===== config.mk =====
export PLATFORM = sky130hd
export DESIGN_NAME = fir_ahb_slave_flat
export DESIGN_NICKNAME = d
export VERILOG_FILES = /design/src/rtl/fir_ahb_slave_pkg.sv /design/src/rtl/fir_ahb_slave_if.sv /design/src/rtl/fir_ahb_slave_coefficient_loader.sv /design/src/rtl/fir_ahb_slave.sv /design/src/flat_wrapper.sv
export SDC_FILE = /design/constraint.sdc
export NUM_CORES = 1
export LEC_CHECK = 0
export CORE_UTILIZATION = 45
export CTS_BUF_LIST = sky130_fd_sc_hd__clkbuf_8
export CTS_CLUSTER_DIAMETER = 120
export DETAILED_ROUTE_END_ITERATION = 16
export DONT_BUFFER_PORTS = 1
export GPL_ROUTABILITY_DRIVEN = 0
export PLACE_DENSITY = 0.68
export REMOVE_ABC_BUFFERS = 1
export SYNTH_ARGS = -nofsm -noshare
export SYNTH_HDL_FRONTEND = slang
export SYNTH_HIERARCHICAL = 1
export SYNTH_SLANG_ARGS = --single-unit

===== constraint.sdc =====
create_clock -name clk -period 2.2 [get_ports clk]
set_input_delay 0.33 -clock clk [delete_from_list [all_inputs] [get_ports clk]]
set_output_delay 0.33 -clock clk [all_outputs]
set_load 0.05 [all_outputs]

===== src/rtl/fir_ahb_slave_pkg.sv =====
// ============================================================================
//  Module      : fir_ahb_pkg
//  Description : Shared constants, loader state type and byte-merge helper
//                for the FIR AHB-Lite slave front end.
//  Revision    : 1.0 - initial release
// ============================================================================
`default_nettype none

package fir_ahb_pkg;

  // htrans encodings
  localparam logic [1:0] HTRANS_IDLE   = 2'd0;
  localparam logic [1:0] HTRANS_BUSY   = 2'd1;
  localparam logic [1:0] HTRANS_NONSEQ = 2'd2;
  localparam logic [1:0] HTRANS_SEQ    = 2'd3;

  // Register map, expressed as halfword index (byte address >> 1)
  localparam logic [2:0] REG_STATUS    = 3'd0;  // 0x0
  localparam logic [2:0] REG_RESULT    = 3'd1;  // 0x2
  localparam logic [2:0] REG_SAMPLE    = 3'd2;  // 0x4
  localparam logic [2:0] REG_F0        = 3'd3;  // 0x6, F1..F3 follow at 0x8..0xC
  localparam logic [2:0] REG_NEW_COEFF = 3'd7;  // 0xE

  // Coefficient loader states
  typedef enum logic [1:0] {
    LD_IDLE = 2'd0,
    LD_LOAD = 2'd1,
    LD_HOLD = 2'd2,
    LD_WAIT = 2'd3
  } loader_state_e;

  // Merge bus write data into an existing halfword honouring byte lanes:
  // even byte address -> low lane from wdata[7:0], odd -> high lane from wdata[15:8].
  function automatic logic [15:0] merge_write(input logic [15:0] old_val,
                                              input logic [15:0] wdata,
                                              input logic        byte_en,
                                              input logic        high_byte);
    logic [15:0] r;
    r = wdata;
    if (byte_en) begin
      if (high_byte) r = {wdata[15:8], old_val[7:0]};
      else           r = {old_val[15:8], wdata[7:0]};
    end
    return r;
  endfunction

endpackage

`default_nettype wire


===== src/rtl/fir_ahb_slave_if.sv =====
// ============================================================================
//  Module      : fir_ahb_slave_if
//  Description : AHB-Lite bus bundle between master and the FIR slave.
//  Revision    : 1.0 - initial release
// ============================================================================
`default_nettype none

interface fir_ahb_slave_if;
  logic        hsel;
  logic [3:0]  haddr;
  logic [1:0]  hsize;
  logic [1:0]  htrans;
  logic        hwrite;
  logic [15:0] hwdata;
  logic [15:0] hrdata;
  logic        hresp;

  modport master (
    output hsel, haddr, hsize, htrans, hwrite, hwdata,
    input  hrdata, hresp
  );

  modport slave (
    input  hsel, haddr, hsize, htrans, hwrite, hwdata,
    output hrdata, hresp
  );
endinterface

`default_nettype wire


===== src/rtl/fir_ahb_slave_coefficient_loader.sv =====
// ============================================================================
//  Module      : coefficient_loader
//  Description : Sequences coefficients F0..F(N-1) into the filter one at a
//                time: LOAD pulse, two HOLD cycles for the filter's input
//                synchronizer, then WAIT until the filter drops modwait.
//  Revision    : 1.0 - initial release
// ============================================================================
`default_nettype none

module coefficient_loader
  import fir_ahb_pkg::*;
#(
  parameter int NUM_COEFF = 4
) (
  input  logic        clk,
  input  logic        n_rst,
  input  logic        start_i,
  input  logic        modwait_i,
  input  logic [15:0] coeff_i [NUM_COEFF],
  output logic        load_coeff_o,
  output logic [15:0] fir_coefficient_o,
  output logic        busy_o,
  output logic        done_o
);

  localparam int KW = (NUM_COEFF > 1) ? $clog2(NUM_COEFF) : 1;
  localparam logic [KW-1:0] LAST_K = KW'(NUM_COEFF - 1);

  loader_state_e state_q;
  logic [KW-1:0] k_q;
  logic          hold_q;
  logic          load_q;

  // Loader sequencer: state, coefficient index, hold counter and load strobe
  always_ff @(posedge clk or negedge n_rst) begin
    if (!n_rst) begin
      state_q <= LD_IDLE;
      k_q     <= '0;
      hold_q  <= 1'b0;
      load_q  <= 1'b0;
    end else begin
      case (state_q)
        LD_IDLE: begin
          if (start_i) begin
            state_q <= LD_LOAD;
            k_q     <= '0;
            load_q  <= 1'b1;
          end
        end
        LD_LOAD: begin
          state_q <= LD_HOLD;
          hold_q  <= 1'b0;
          load_q  <= 1'b0;
        end
        LD_HOLD: begin
          if (hold_q) state_q <= LD_WAIT;
          else        hold_q  <= 1'b1;
        end
        LD_WAIT: begin
          if (!modwait_i) begin
            if (k_q == LAST_K) begin
              state_q <= LD_IDLE;
              k_q     <= '0;
            end else begin
              k_q     <= k_q + 1'b1;
              state_q <= LD_LOAD;
              load_q  <= 1'b1;
            end
          end
        end
        default: begin
          state_q <= LD_IDLE;
          load_q  <= 1'b0;
        end
      endcase
    end
  end

  assign load_coeff_o = load_q;
  assign busy_o       = (state_q != LD_IDLE);
  // Done is combinational so NEW_COEFF clears on the same edge the FSM
  // returns to IDLE, preventing an immediate restart.
  assign done_o       = (state_q == LD_WAIT) && !modwait_i && (k_q == LAST_K);

  // Coefficient register is read live so writes during a load take effect
  always_comb begin
    fir_coefficient_o = '0;
    if (state_q != LD_IDLE) fir_coefficient_o = coeff_i[k_q];
  end

endmodule

`default_nettype wire


===== src/rtl/fir_ahb_slave.sv =====
// ============================================================================
//  Module      : fir_ahb_slave
//  Description : AHB-Lite register front end for the FIR filter: status,
//                result, sample and coefficient registers plus the sample
//                hand-off and coefficient loader control.
//  Revision    : 1.0 - initial release
// ============================================================================
`default_nettype none

module fir_ahb_slave
  import fir_ahb_pkg::*;
#(
  parameter int NUM_COEFF = 4
) (
  input  logic              clk,
  input  logic              n_rst,
  fir_ahb_slave_if.slave    bus,
  input  logic [15:0]       fir_out,
  input  logic              modwait,
  input  logic              err,
  output logic [15:0]       sample_data,
  output logic              data_ready,
  output logic [15:0]       fir_coefficient,
  output logic              load_coeff
);

  // Data-phase copies of the address-phase controls
  logic        dp_valid_q;
  logic        dp_write_q;
  logic [3:0]  dp_addr_q;
  logic [1:0]  dp_size_q;

  // Architectural registers
  logic [15:0] sample_q,  sample_d;
  logic        pending_q, pending_d;
  logic        new_coeff_q, new_coeff_d;
  logic [15:0] coeff_q [NUM_COEFF];
  logic [15:0] coeff_d [NUM_COEFF];

  logic                 addr_active;
  logic                 dp_wr;
  logic                 dp_rd;
  logic [2:0]           reg_idx;
  logic                 byte_hi;
  logic                 is_byte;
  logic                 sample_wr;
  logic [NUM_COEFF-1:0] coeff_we;
  logic                 loader_start;
  logic                 loader_busy;
  logic                 loader_done;

  assign addr_active = bus.hsel &&
                       ((bus.htrans == HTRANS_NONSEQ) || (bus.htrans == HTRANS_SEQ));

  // Capture address-phase controls for use in the following data phase
  always_ff @(posedge clk or negedge n_rst) begin
    if (!n_rst) begin
      dp_valid_q <= 1'b0;
      dp_write_q <= 1'b0;
      dp_addr_q  <= '0;
      dp_size_q  <= '0;
    end else begin
      dp_valid_q <= addr_active;
      if (addr_active) begin
        dp_write_q <= bus.hwrite;
        dp_addr_q  <= bus.haddr;
        dp_size_q  <= bus.hsize;
      end
    end
  end

  assign dp_wr     = dp_valid_q && dp_write_q;
  assign dp_rd     = dp_valid_q && !dp_write_q;
  assign reg_idx   = dp_addr_q[3:1];
  assign byte_hi   = dp_addr_q[0];
  assign is_byte   = (dp_size_q == 2'd0);
  assign sample_wr = dp_wr && (reg_idx == REG_SAMPLE);

  // STATUS and RESULT are read-only; writing them is an error response
  assign bus.hresp = dp_wr && ((reg_idx == REG_STATUS) || (reg_idx == REG_RESULT));

  generate
    for (genvar gi = 0; gi < NUM_COEFF; gi++) begin : g_coeff_we
      assign coeff_we[gi] = dp_wr && (reg_idx == 3'(REG_F0 + gi));
    end
  endgenerate

  // A pending sample has priority over starting a coefficient load
  assign data_ready   = pending_q && !loader_busy;
  assign loader_start = new_coeff_q && !modwait && !pending_q;

  // Next-state for registers written from the bus or by the loader
  always_comb begin
    sample_d    = sample_q;
    pending_d   = pending_q;
    new_coeff_d = new_coeff_q;
    coeff_d     = coeff_q;

    if (sample_wr) sample_d = merge_write(sample_q, bus.hwdata, is_byte, byte_hi);

    if (data_ready) pending_d = 1'b0;
    if (sample_wr)  pending_d = 1'b1;

    if (loader_done) begin
      new_coeff_d = 1'b0;
    end else if (dp_wr && (reg_idx == REG_NEW_COEFF) && !loader_busy) begin
      // Only bit0 is stored, so a high-byte write leaves it alone
      new_coeff_d = (is_byte && byte_hi) ? new_coeff_q : bus.hwdata[0];
    end

    for (int i = 0; i < NUM_COEFF; i++) begin
      if (coeff_we[i]) coeff_d[i] = merge_write(coeff_q[i], bus.hwdata, is_byte, byte_hi);
    end
  end

  // Register storage, updated at the end of the write data phase
  always_ff @(posedge clk or negedge n_rst) begin
    if (!n_rst) begin
      sample_q    <= '0;
      pending_q   <= 1'b0;
      new_coeff_q <= 1'b0;
      for (int i = 0; i < NUM_COEFF; i++) coeff_q[i] <= '0;
    end else begin
      sample_q    <= sample_d;
      pending_q   <= pending_d;
      new_coeff_q <= new_coeff_d;
      for (int i = 0; i < NUM_COEFF; i++) coeff_q[i] <= coeff_d[i];
    end
  end

  // Read mux driven from the registered address; zero outside a read data phase
  always_comb begin
    bus.hrdata = '0;
    if (dp_rd) begin
      case (reg_idx)
        REG_STATUS:    bus.hrdata = {7'd0, err, 7'd0, (modwait || loader_busy || pending_q)};
        REG_RESULT:    bus.hrdata = fir_out;
        REG_SAMPLE:    bus.hrdata = sample_q;
        REG_NEW_COEFF: bus.hrdata = {15'd0, new_coeff_q};
        default: begin
          for (int i = 0; i < NUM_COEFF; i++) begin
            if (reg_idx == 3'(REG_F0 + i)) bus.hrdata = coeff_q[i];
          end
        end
      endcase
    end
  end

  assign sample_data = sample_q;

  coefficient_loader #(
    .NUM_COEFF (NUM_COEFF)
  ) u_loader (
    .clk               (clk),
    .n_rst             (n_rst),
    .start_i           (loader_start),
    .modwait_i         (modwait),
    .coeff_i           (coeff_q),
    .load_coeff_o      (load_coeff),
    .fir_coefficient_o (fir_coefficient),
    .busy_o            (loader_busy),
    .done_o            (loader_done)
  );

endmodule

`default_nettype wire


===== src/flat_wrapper.sv =====
// flat-port wrapper written by rule: the top's interface ports become plain ports
module fir_ahb_slave_flat import fir_ahb_pkg::*;
#(
  parameter int NUM_COEFF = 4
)
  (clk, n_rst, fir_out, modwait, err, sample_data, data_ready, fir_coefficient, load_coeff, bus_hsel, bus_haddr, bus_hsize, bus_htrans, bus_hwrite, bus_hwdata, bus_hrdata, bus_hresp);
  fir_ahb_slave_if bus_i ();
  input  logic clk;
  input  logic n_rst;
  input  logic [15:0] fir_out;
  input  logic modwait;
  input  logic err;
  output logic [15:0] sample_data;
  output logic data_ready;
  output logic [15:0] fir_coefficient;
  output logic load_coeff;
  input wire logic [$bits(bus_i.hsel)-1:0] bus_hsel;
  input wire logic [$bits(bus_i.haddr)-1:0] bus_haddr;
  input wire logic [$bits(bus_i.hsize)-1:0] bus_hsize;
  input wire logic [$bits(bus_i.htrans)-1:0] bus_htrans;
  input wire logic [$bits(bus_i.hwrite)-1:0] bus_hwrite;
  input wire logic [$bits(bus_i.hwdata)-1:0] bus_hwdata;
  output wire logic [$bits(bus_i.hrdata)-1:0] bus_hrdata;
  output wire logic [$bits(bus_i.hresp)-1:0] bus_hresp;
  assign bus_i.hsel = bus_hsel;
  assign bus_i.haddr = bus_haddr;
  assign bus_i.hsize = bus_hsize;
  assign bus_i.htrans = bus_htrans;
  assign bus_i.hwrite = bus_hwrite;
  assign bus_i.hwdata = bus_hwdata;
  assign bus_hrdata = bus_i.hrdata;
  assign bus_hresp = bus_i.hresp;
  fir_ahb_slave #(.NUM_COEFF(NUM_COEFF)) u_core (.clk(clk), .n_rst(n_rst), .bus(bus_i), .fir_out(fir_out), .modwait(modwait), .err(err), .sample_data(sample_data), .data_ready(data_ready), .fir_coefficient(fir_coefficient), .load_coeff(load_coeff));
endmodule

==> impl_metrics.yaml <==
critical_path:
  cpMostUsedCell: "buf_4"
  crit_family: "buffers and inverters"
  cp_data_required_time_ps: 1870
  crit_arrival_ps: 1940
  path_buf_inv: 3
  path_class: "flop to output port"
  startpoint_type: "flop"
  end_kind: "output port"
  cp_cell_sequence: "buf_4, nand3_4, nor2b_4, buf_6, o21ai_0, a21oi_1, buf_4"
  critPathSlowestCell: "dfrtp_2"
  cpPeakStageDelay_ps: 470
  critPathMaxFanout: 7
floorplan:
  core_mm2: 0.0115
  start_util: 0.464
  die_y_um: 111
  die_x_um: 111
  dieArea_mm2: 0.0123
  rows: 39
  io_pins: 97
cells_and_area:
  nets: 564
  num-fill-cells: 945
  multi_input_area_mm2: 0.00292
  area_growth_pct: 20.6
  drive_gt1_frac: 0.466
  final_util: 0.560
  antenna_cells: 0
  regArea_mm2: 0.00241
cts:
  path_clk_slew_ps: 100
  numClockSinks: 96
  htreeDepth: 3
  numCtsBuffers: 9
  cts_root_buffer: "clkbuf_8"
  cts_buffer_depth: 2
  cts_tree: "done"
  clk_latency_ps: 390
route:
  dr_total_vias: 4043
  ant_nets: 0
  wl_per_cell_um: 21.6
  first_iter_violations: 217
  viasPerCell: 6.14
  first_pass_iters: 4
  routed_wl_um: 14200
  drc_errors: 0
placement:
  dp_hpwl_um: 9150
  numPortBuffers: 0
  dp_slack_ps: 185
status:
  status: "complete, but fails checks"
  violations: "negative hold slack, negative setup slack"
flow_run:
  maxCapViolations: 0
timing:
  tightest_slew_ps: 614
  period_share: 1.03
  setup_viol: 16
  relSlewSlack: 0.590
  fmax_ghz: 0.441
  skew_ps: 10.1
  whs_ps: -372
  hold_violations: 96
  min_period_ps: 2270
  drv_slew: 0
  rsz0062_at_grt: "yes"
  setup_slack_ps: -68.4
logic_synthesis:
  seq_area_frac_synth: 0.451
  avgSynthCellArea_um2: 11.6
  synth_edf_count: 0
  ys_warn_count: 6
  ys_ff_latch: 96
  synthesis.area_mm2: 0.00533
  synthArstFlopShare: 1.00
  synth_top_flop_cell: "dfrtp_1"
  syn_inst: 458
  ys_types: 40
power_and_ir_drop:
  power.static_leakage_nw: 2.87
  seqPwrFrac: 0.404
  max-vdd-ir-drop_uv: 631
  p_int_mw: 4.57
  comb_power_share: 0.469
  swShare: 0.433
  pwr-share-clk: 0.128
  power_density_mw_per_mm2: 1250
  p_switching_mw: 3.49
grt:
  antenna_found_initial: 0
  grt_pass1_vias: 4086
  grt_pass1_wl_um: 22700
  track_usage: 0.241
  grt_max_degree: 97
  gr-total-overflow: 0
worst_hold_path:
  min_path_type: "primary input to asynchronous set/reset pin"
[path summary, 6_finish.rpt]
path / start / endpoint / slack [ps] / depth (start not counted)
setup / recovery: u_core/dp_addr_q[2]$_DFFE_PN0P_ / bus_hrdata[6] / -70 / 7
hold / removal: n_rst / u_core/coeff_q[45]$_DFFE_PN0P_ / -370 / 0
setup reg to reg: u_core/dp_addr_q[1]$_DFFE_PN0P_ / u_core/sample_data[3]$_DFFE_PN0P_ / 220 / 6
hold reg to reg: u_core/u_loader/hold_q$_DFFE_PN0P_ / u_core/u_loader/hold_q$_DFFE_PN0P_ / 510 / 1
max in group asynchronous: n_rst / u_core/u_loader/k_q[0]$_DFFE_PN0P_ / 2440 / 0
min in group clk: bus_haddr[1] / u_core/dp_addr_q[1]$_DFFE_PN0P_ / 90 / 2
[cell usage after synthesis, types with 4 or more instances]
cell | number | area (um^2)
nand2_1 | 14 | 52.6
mux4_2 | 16 | 360
a22oi_1 | 8 | 60.1
a21oi_1 | 34 | 170
inv_1 | 6 | 22.5
and3_1 | 7 | 43.8
o21ai_0 | 11 | 55.1
ha_1 | 8 | 100
nor2b_1 | 21 | 131
nor2_1 | 44 | 165
buf_4 | 4 | 30.0
buf_2 | 14 | 70.1
a22o_1 | 9 | 78.8
dfrtp_1 | 96 | 2400
o22ai_1 | 16 | 100
clkbuf_1 | 11 | 41.3
o221a_2 | 7 | 78.8
a21o_1 | 8 | 60.1
mux2_2 | 89 | 1000
[placed cells by master, fill, tap and decap left out, types with 4 or more instances in the layout]
| master | instances |
|---|---|
| o221a_4 | 7 |
| buf_6 | 26 |
| a21oi_2 | 11 |
| ha_1 | 7 |
| nor2_1 | 44 |
| a22o_1 | 9 |
| and3_1 | 7 |
| mux2_2 | 89 |
| buf_4 | 44 |
| a21oi_1 | 23 |
| dfrtp_2 | 4 |
| o22ai_1 | 13 |
| nor2b_1 | 18 |
| nand2_1 | 14 |
| inv_1 | 5 |
| a21o_1 | 8 |
| a22oi_1 | 7 |
| o21ai_0 | 5 |
| clkbuf_8 | 9 |
| dfrtp_1 | 92 |
| mux4_2 | 16 |
| o21ai_1 | 5 |
[sequential cells by signal (all words and copies together) (netlist names), 2 cells and up]
register / cells
u_core/sample_data: 16
u_core/u_loader/state_q: 2
u_core/coeff_q: 64
u_core/dp_addr_q: 4
u_core/dp_size_q: 2
u_core/u_loader/k_q: 2
[what timing repair did]
item / 4_1_cts / 5_1_grt
setup buffers: 8 / 8
pin swaps: 9 / 10
hold endpoints to repair: 96 / 96
cloned: 2 / 1
setup endpoints to repair: 16 / 29
gates resized for setup: 53 / 27
[routing by layer]
layer  track usage  share of wire  vias up
li1              -              -     1793
met5             0              0        -
met3        0.0645          0.078       28
met1         0.322           0.42     2078
met2         0.365           0.47      144
met4         0.111          0.031        0
[power groups by stage]
| stage | clock [mW] | sequential, mW | combinational [mW] |
|---|---|---|---|
| final | 1.03 | 3.25 | 3.77 |
| after global routing | 1.13 | 3.34 | 4.02 |
| after CTS | 1.07 | 3.23 | 3.56 |
| after detailed placement | 0 | 3.26 | 3.37 |
| after global placement | 0 | 3.21 | 3.30 |
| after floorplan | 0 | 3.33 | 2.27 |
[per-stage QoR]
step	cells	hold WS [ps]	cell area, um^2	total power [mW]	setup TNS, ps
after detailed placement	623	36.6	5780	6.63	0
after floorplan	423	34.4	5140	5.61	-43810
final	658	-372	6420	8.05	-495
after global placement	623	37.3	5780	6.51	0
after global routing	658	-402	6420	8.49	-1400
after CTS	649	-388	6230	7.86	-287
[final cells by class]
cell class | count | share of cell area
sequential | 96 | 0.375
clock buffer | 9 | 0.0193
clock inverter | 7 | 0.00643
inverter | 7 | 0.00448
tap | 143 | 0.0279
multi-input combinational | 321 | 0.455
timing repair buffer | 75 | 0.112
[cells by family (layout without fill, tap and decap cells)]
kind of cell | count (synthesis) | in the layout | share of synthesized area
mux | 108 | 108 | 0.262
simple gates | 104 | 105 | 0.103
compound gates | 100 | 100 | 0.125
flops | 96 | 96 | 0.451
buf+inv | 42 | 98 | 0.0399
fa+ha+maj | 8 | 8 | 0.0188
No activity file was read; power rests on OpenSTA's default activity.
